[config.mk]
export PLATFORM = sky130hd
export DESIGN_NAME = monolith_bars_pipe
export DESIGN_NICKNAME = d
export VERILOG_FILES = /design/src/rtl/monolith_pkg.sv /design/src/rtl/monolith_bar.sv /design/src/rtl/monolith_sbox.sv /design/src/rtl/monolith_bars_pipe.sv
export SDC_FILE = /design/constraint.sdc
export NUM_CORES = 2
export LEC_CHECK = 0
export ABC_CLOCK_PERIOD_IN_PS = 96100
export CORE_AREA = 2 2 387 389
export DETAILED_ROUTE_END_ITERATION = 12
export DIE_AREA = 0 0 389 391
export DONT_BUFFER_PORTS = 1
export PLACE_DENSITY_LB_ADDON = 0.12
export SLEW_MARGIN = 0
export SYNTH_ARGS = -nofsm -noshare
export SYNTH_HDL_FRONTEND = slang
export SYNTH_SLANG_ARGS = --single-unit
[constraint.sdc]
create_clock -name clk -period 96.1 [get_ports clk]
set_input_delay 14.415 -clock clk [delete_from_list [all_inputs] [get_ports clk]]
set_output_delay 14.415 -clock clk [all_outputs]
set_load 0.005 [all_outputs]
[src/rtl/monolith_pkg.sv]
// Shared definitions for the Monolith permutation datapath.
//   M31_WIDTH / M31_P   : Mersenne-31 element width and modulus
//   LIMBn_W             : Bars limb widths, low to high (8, 8, 8, 7)
//   m31_t               : one field element
//   bar_limbs_t         : packed element split into its four Bars limbs;
//                         its bit layout is identical to m31_t
package monolith_pkg;

  localparam int unsigned M31_WIDTH = 31;
  localparam logic [M31_WIDTH-1:0] M31_P = 31'h7FFFFFFF;

  localparam int unsigned LIMB0_W = 8;
  localparam int unsigned LIMB1_W = 8;
  localparam int unsigned LIMB2_W = 8;
  localparam int unsigned LIMB3_W = 7;

  typedef logic [M31_WIDTH-1:0] m31_t;

  typedef struct packed {
    logic [LIMB3_W-1:0] l3;
    logic [LIMB2_W-1:0] l2;
    logic [LIMB1_W-1:0] l1;
    logic [LIMB0_W-1:0] l0;
  } bar_limbs_t;

  // The only 31-bit pattern that is not a canonical field element is p itself.
  function automatic logic m31_out_of_field(input m31_t x);
    return x >= M31_P;
  endfunction

endpackage

[src/rtl/monolith_bar.sv]
// Bars map for one M31 element (combinational): splits x into limbs
// L0=x[7:0], L1=x[15:8], L2=x[23:16], L3=x[30:24] and S-boxes each limb.
// Ports: x (element in), y (S-boxed limbs; recomposing is a plain
// concatenation, no modular reduction).
module monolith_bar
  import monolith_pkg::*;
(
  input  m31_t       x,
  output bar_limbs_t y
);

  bar_limbs_t limbs;
  logic [LIMB0_W-1:0] s0;
  logic [LIMB1_W-1:0] s1;
  logic [LIMB2_W-1:0] s2;
  logic [LIMB3_W-1:0] s3;

  assign limbs = bar_limbs_t'(x);

  monolith_sbox #(.WIDTH(LIMB0_W)) u_sbox0 (.v(limbs.l0), .s(s0));
  monolith_sbox #(.WIDTH(LIMB1_W)) u_sbox1 (.v(limbs.l1), .s(s1));
  monolith_sbox #(.WIDTH(LIMB2_W)) u_sbox2 (.v(limbs.l2), .s(s2));
  monolith_sbox #(.WIDTH(LIMB3_W)) u_sbox3 (.v(limbs.l3), .s(s3));

  assign y = {s3, s2, s1, s0};

endmodule

[src/rtl/monolith_sbox.sv]
// Monolith Bars S-box on one limb (combinational).
//   WIDTH = 8 : s = rotl1(v ^ (rotl1(~v) & rotl2(v) & rotl3(v)))
//   WIDTH = 7 : s = rotl1(v ^ (rotl1(~v) & rotl2(v)))
// Ports: v (limb in), s (limb out). All rotations stay within WIDTH bits.
module monolith_sbox #(
  parameter int unsigned WIDTH = 8
) (
  input  logic [WIDTH-1:0] v,
  output logic [WIDTH-1:0] s
);

  logic [WIDTH-1:0] nv_r1;
  logic [WIDTH-1:0] v_r2;
  logic [WIDTH-1:0] mix;
  logic [WIDTH-1:0] t;

  assign nv_r1 = {~v[WIDTH-2:0], ~v[WIDTH-1]};
  assign v_r2  = {v[WIDTH-3:0], v[WIDTH-1:WIDTH-2]};

  if (WIDTH == 8) begin : g_w8
    logic [WIDTH-1:0] v_r3;
    assign v_r3 = {v[WIDTH-4:0], v[WIDTH-1:WIDTH-3]};
    assign mix  = nv_r1 & v_r2 & v_r3;
  end else if (WIDTH == 7) begin : g_w7
    assign mix = nv_r1 & v_r2;
  end else begin : g_bad
    $error("monolith_sbox: WIDTH must be 7 or 8");
  end

  assign t = v ^ mix;
  assign s = {t[WIDTH-2:0], t[WIDTH-1]};

endmodule

[src/rtl/monolith_bars_pipe.sv]
// Monolith Bars layer as a 2-stage valid/ready pipeline.
// Elements 0..BARS_LANES-1 go through the Bars map; the remaining elements
// pass through with the same 2-cycle latency.
// Ports:
//   clk, rst            : clock (rising edge), asynchronous active-high reset
//   in_valid/in_ready   : input handshake, in_data = STATE_WIDTH x 31 bits,
//                         element i at [31*i+30:31*i]
//   out_valid/out_ready : output handshake, out_data packed like in_data
//   range_err           : sticky flag, set when an accepted Bars-lane element
//                         equals p; only present with
//                         MONOLITH_BARS_RANGE_CHECK_EN defined
module monolith_bars_pipe
  import monolith_pkg::*;
#(
  parameter int unsigned STATE_WIDTH = 16,
  parameter int unsigned BARS_LANES  = 8
) (
  input  logic                             clk,
  input  logic                             rst,
  input  logic                             in_valid,
  output logic                             in_ready,
  input  logic [STATE_WIDTH*M31_WIDTH-1:0] in_data,
  output logic                             out_valid,
  input  logic                             out_ready,
  output logic [STATE_WIDTH*M31_WIDTH-1:0] out_data
`ifdef MONOLITH_BARS_RANGE_CHECK_EN
  ,
  output logic                             range_err
`endif
);

  localparam int unsigned DW = STATE_WIDTH * M31_WIDTH;

  if (BARS_LANES < 1 || BARS_LANES > STATE_WIDTH) begin : g_bad_lanes
    $error("monolith_bars_pipe: BARS_LANES must be in 1..STATE_WIDTH");
  end

  bar_limbs_t        lane_next [STATE_WIDTH];
  bar_limbs_t        s1_lane   [STATE_WIDTH];
  logic              s1_valid;
  logic              s2_load;
  logic              in_fire;
  logic [DW-1:0]     out_next;

  // Pass-through lanes ride in the same limb-struct register as Bars lanes,
  // so both see identical latency and recomposition.
  for (genvar i = 0; i < STATE_WIDTH; i++) begin : g_lane
    if (i < BARS_LANES) begin : g_bar
      monolith_bar u_bar (
        .x(in_data[M31_WIDTH*i +: M31_WIDTH]),
        .y(lane_next[i])
      );
    end else begin : g_pass
      assign lane_next[i] = bar_limbs_t'(in_data[M31_WIDTH*i +: M31_WIDTH]);
    end
  end

  assign s2_load  = !out_valid || out_ready;
  assign in_ready = !s1_valid || s2_load;
  assign in_fire  = in_valid && in_ready;

  always_ff @(posedge clk or posedge rst) begin
    if (rst) begin
      s1_valid <= 1'b0;
      for (int unsigned i = 0; i < STATE_WIDTH; i++) begin
        s1_lane[i] <= '0;
      end
    end else begin
      if (in_ready) begin
        s1_valid <= in_valid;
      end
      if (in_fire) begin
        for (int unsigned i = 0; i < STATE_WIDTH; i++) begin
          s1_lane[i] <= lane_next[i];
        end
      end
    end
  end

  always_comb begin
    out_next = '0;
    for (int unsigned i = 0; i < STATE_WIDTH; i++) begin
      out_next[M31_WIDTH*i +: M31_WIDTH] =
        {s1_lane[i].l3, s1_lane[i].l2, s1_lane[i].l1, s1_lane[i].l0};
    end
  end

  always_ff @(posedge clk or posedge rst) begin
    if (rst) begin
      out_valid <= 1'b0;
      out_data  <= '0;
    end else if (s2_load) begin
      out_valid <= s1_valid;
      if (s1_valid) begin
        out_data <= out_next;
      end
    end
  end

`ifdef MONOLITH_BARS_RANGE_CHECK_EN
  logic over_p;

  always_comb begin
    over_p = 1'b0;
    for (int unsigned i = 0; i < BARS_LANES; i++) begin
      if (m31_out_of_field(in_data[M31_WIDTH*i +: M31_WIDTH])) begin
        over_p = 1'b1;
      end
    end
  end

  always_ff @(posedge clk or posedge rst) begin
    if (rst) begin
      range_err <= 1'b0;
    end else if (in_fire && over_p) begin
      range_err <= 1'b1;
    end
  end
`endif

endmodule

==> reports/results.tsv <==
metric	value	unit
grt_first_pass_wirelength	184.4	mm
syn_area_per_cell	14.12	µm²
tns	0	ns
worst_clock_skew	0.06607	ns
setup_viol	0	
peakVddDrop	0.01455	mV
crit_buf_inv	0	
synth_cell_types	16	
first_global_vias	25060	
cts_htree_levels	3	
slew_headroom	0.2660	
yosysTopAreaCell	dfrtp_1	
reg2reg_from	s1_valid	
drc	0	
drive_gt1_frac	0.3006	
clk_latency	0.73	ns
fp.dieW	389	µm
nNetsFinal	3382	
arrival	14.59	ns
cts_hold_buf	0	
die_area	152100	µm²
rows	142	
crit_type	in -> out	
wirelength	129.2	mm
top_usage_layer	met2	
synth_nets	3402	
globalRouteMet2Util	0.2769	
clk_path_buf_depth	3	
holdWs	0.4487	ns
die_y	391	µm
synthTopCellsByArea	dfrtp_1 (61%), mux2_2 (16%), a21oi_1 (6.1%)	
ys_ff_latch	994	
area_growth	14.26	%
postCtsSetupBuffers	0	
use_met1	0.1704	
hp-start	out_next[0]	
cts_sinks	994	
grt_usage	0.1647	
antenna_found_initial	44	
tightest_slew	1.101	ns
slowest_delay	0.18	ns
slowest_stage	nand3b_1	
final_antenna_net_count	0	
crit_path_cell_trace	nand3b_1	
max_cap_viol_count	0	
outcome	completed	
wl_per_cell	26.15	µm
gp_congestion	0.8423	
grt_max_degree	251	
syn-instance-count	2902	
fp.coreArea	148500	µm²
rsz0062_at_grt	no	
crit_fanout	2	
period_share	0.3018	
hp-class	reg -> reg	
drtIter0Drc	969	
grt_overflow	0	
finalCriticalPeriod	29.01	ns
min_path_cells	1	
cp-end-kind	output pin	
root_buffer	clkbuf_16	
cts_buffers	115	
vias	23370	
cp_top_family	simple AND/OR/NAND/NOR gates	
crit_path_start	out_ready	
initial_core_util	0.2760	
pin_count	998	
critical_path_required	81.68	ns
ys_seq_area_frac	0.6069	
dp_hpwl	92.00	mm
power_density	25.35	nW/µm²
rr_worst_depth	8	
finalHoldViolCount	0	
cp_num_cells	1	
port_buffers	0	
power.leakage	18.56	nW
drtPass1Iterations	5	
grt_use_met3	0.08557	
drv_slew	0	
path_clk_slew	0.06	ns
synth_area	40990	µm²
start_kind	input port	
avgViaCountPerCell	4.731	
yosys_warnings	0	
fmax	34.47	MHz
cts_resized	0	
tritoncts	yes	
synth_top_area_frac	0.6069	
## final timing paths
kind	end	slack, ns
min in group asynchronous	out_data[422]	13.72
min reg2reg	out_data[0]	0.45
min	out_data[0]	0.45
max	in_ready	67.09
max in group asynchronous	out_next[254]	78.40
max reg2reg	out_next[244]	90.91
## layer usage
layer / up-vias / share of wire / wire [µm]
met5: - / 0.0020 / 257
met4: 38 / 0.045 / 5766
met3: 268 / 0.11 / 14350
met2: 813 / 0.49 / 63620
met1: 12036 / 0.35 / 45190
li1: 10215 / - / -
## flip-flops by register name, indices dropped and copies added, names as in the netlist
signal / cells
out_next: 496
out_valid: 1
out_data: 496
s1_valid: 1
## cell families (layout without fill, tap and decap cells)
| logic type | count (synthesis) | count (layout) | synth area share |
|---|---|---|---|
| buf+inv | 166 | 241 | 0.02143 |
| simple gates | 254 | 254 | 0.04460 |
| mux | 744 | 744 | 0.2136 |
| other cells | 0 | 19 | 0 |
| flops | 994 | 994 | 0.6069 |
| xor+xnor | 248 | 248 | 0.05299 |
| compound gates | 496 | 496 | 0.06056 |
## cells in the final DEF (no fill, tap or decap), types with 56 or more instances in the layout
| cell type | n |
|---|---|
| mux2_4 | 100 |
| clkbuf_16 | 117 |
| a21oi_1 | 496 |
| mux2_2 | 574 |
| xor2_1 | 192 |
| nor2b_1 | 56 |
| nand3b_1 | 193 |
| mux2_1 | 70 |
| dfrtp_1 | 994 |
| xnor2_1 | 56 |
## per-stage QoR
step | utilization | total power, mW | instance area [µm²] | setup slack [ns] | cells
after CTS | 0.3150 | 1.209 | 46790 | 67.09 | 4921
after global routing | 0.3152 | 1.247 | 46810 | 67.08 | 4932
final | 0.3153 | 1.187 | 46830 | 67.09 | 4940
after floorplan | - | 0.6769 | 40990 | 53.72 | 2902
after detailed placement | 0.2882 | 0.7464 | 42810 | 67.09 | 4709
after global placement | 0.2882 | 0.7397 | 42810 | 67.08 | 4709
## final cells by class
cell class	instances	area, µm²
fillers	14700	101700
flip-flops and latches	994	24870
multi-input cells	1742	15250
clock buffers	166	3382
well taps	1944	2432
clock inverters	46	593.1
repair buffers	28	247.7
diodes	19	47.55
inverters	1	11.26
## report_power, final
part / internal, mW / switching (mW) / leakage (nW) / total, mW
Clock: 0.271 / 0.182 / 1.96 / 0.453
Combinational: 0.0788 / 0.0565 / 5.30 / 0.135
Sequential: 0.507 / 0.0919 / 11.3 / 0.599
## synthesized netlist by cell type (all sizes together)
cell	instances
xor2	192
clkbuf	61
nand3b	193
xnor2	56
a21oi	496
nor2b	56
and2	1
nand2b	3
dfrtp	994
nand2	1
inv	1
mux2	744
buf	104
Power figures use the tool's default switching activity.
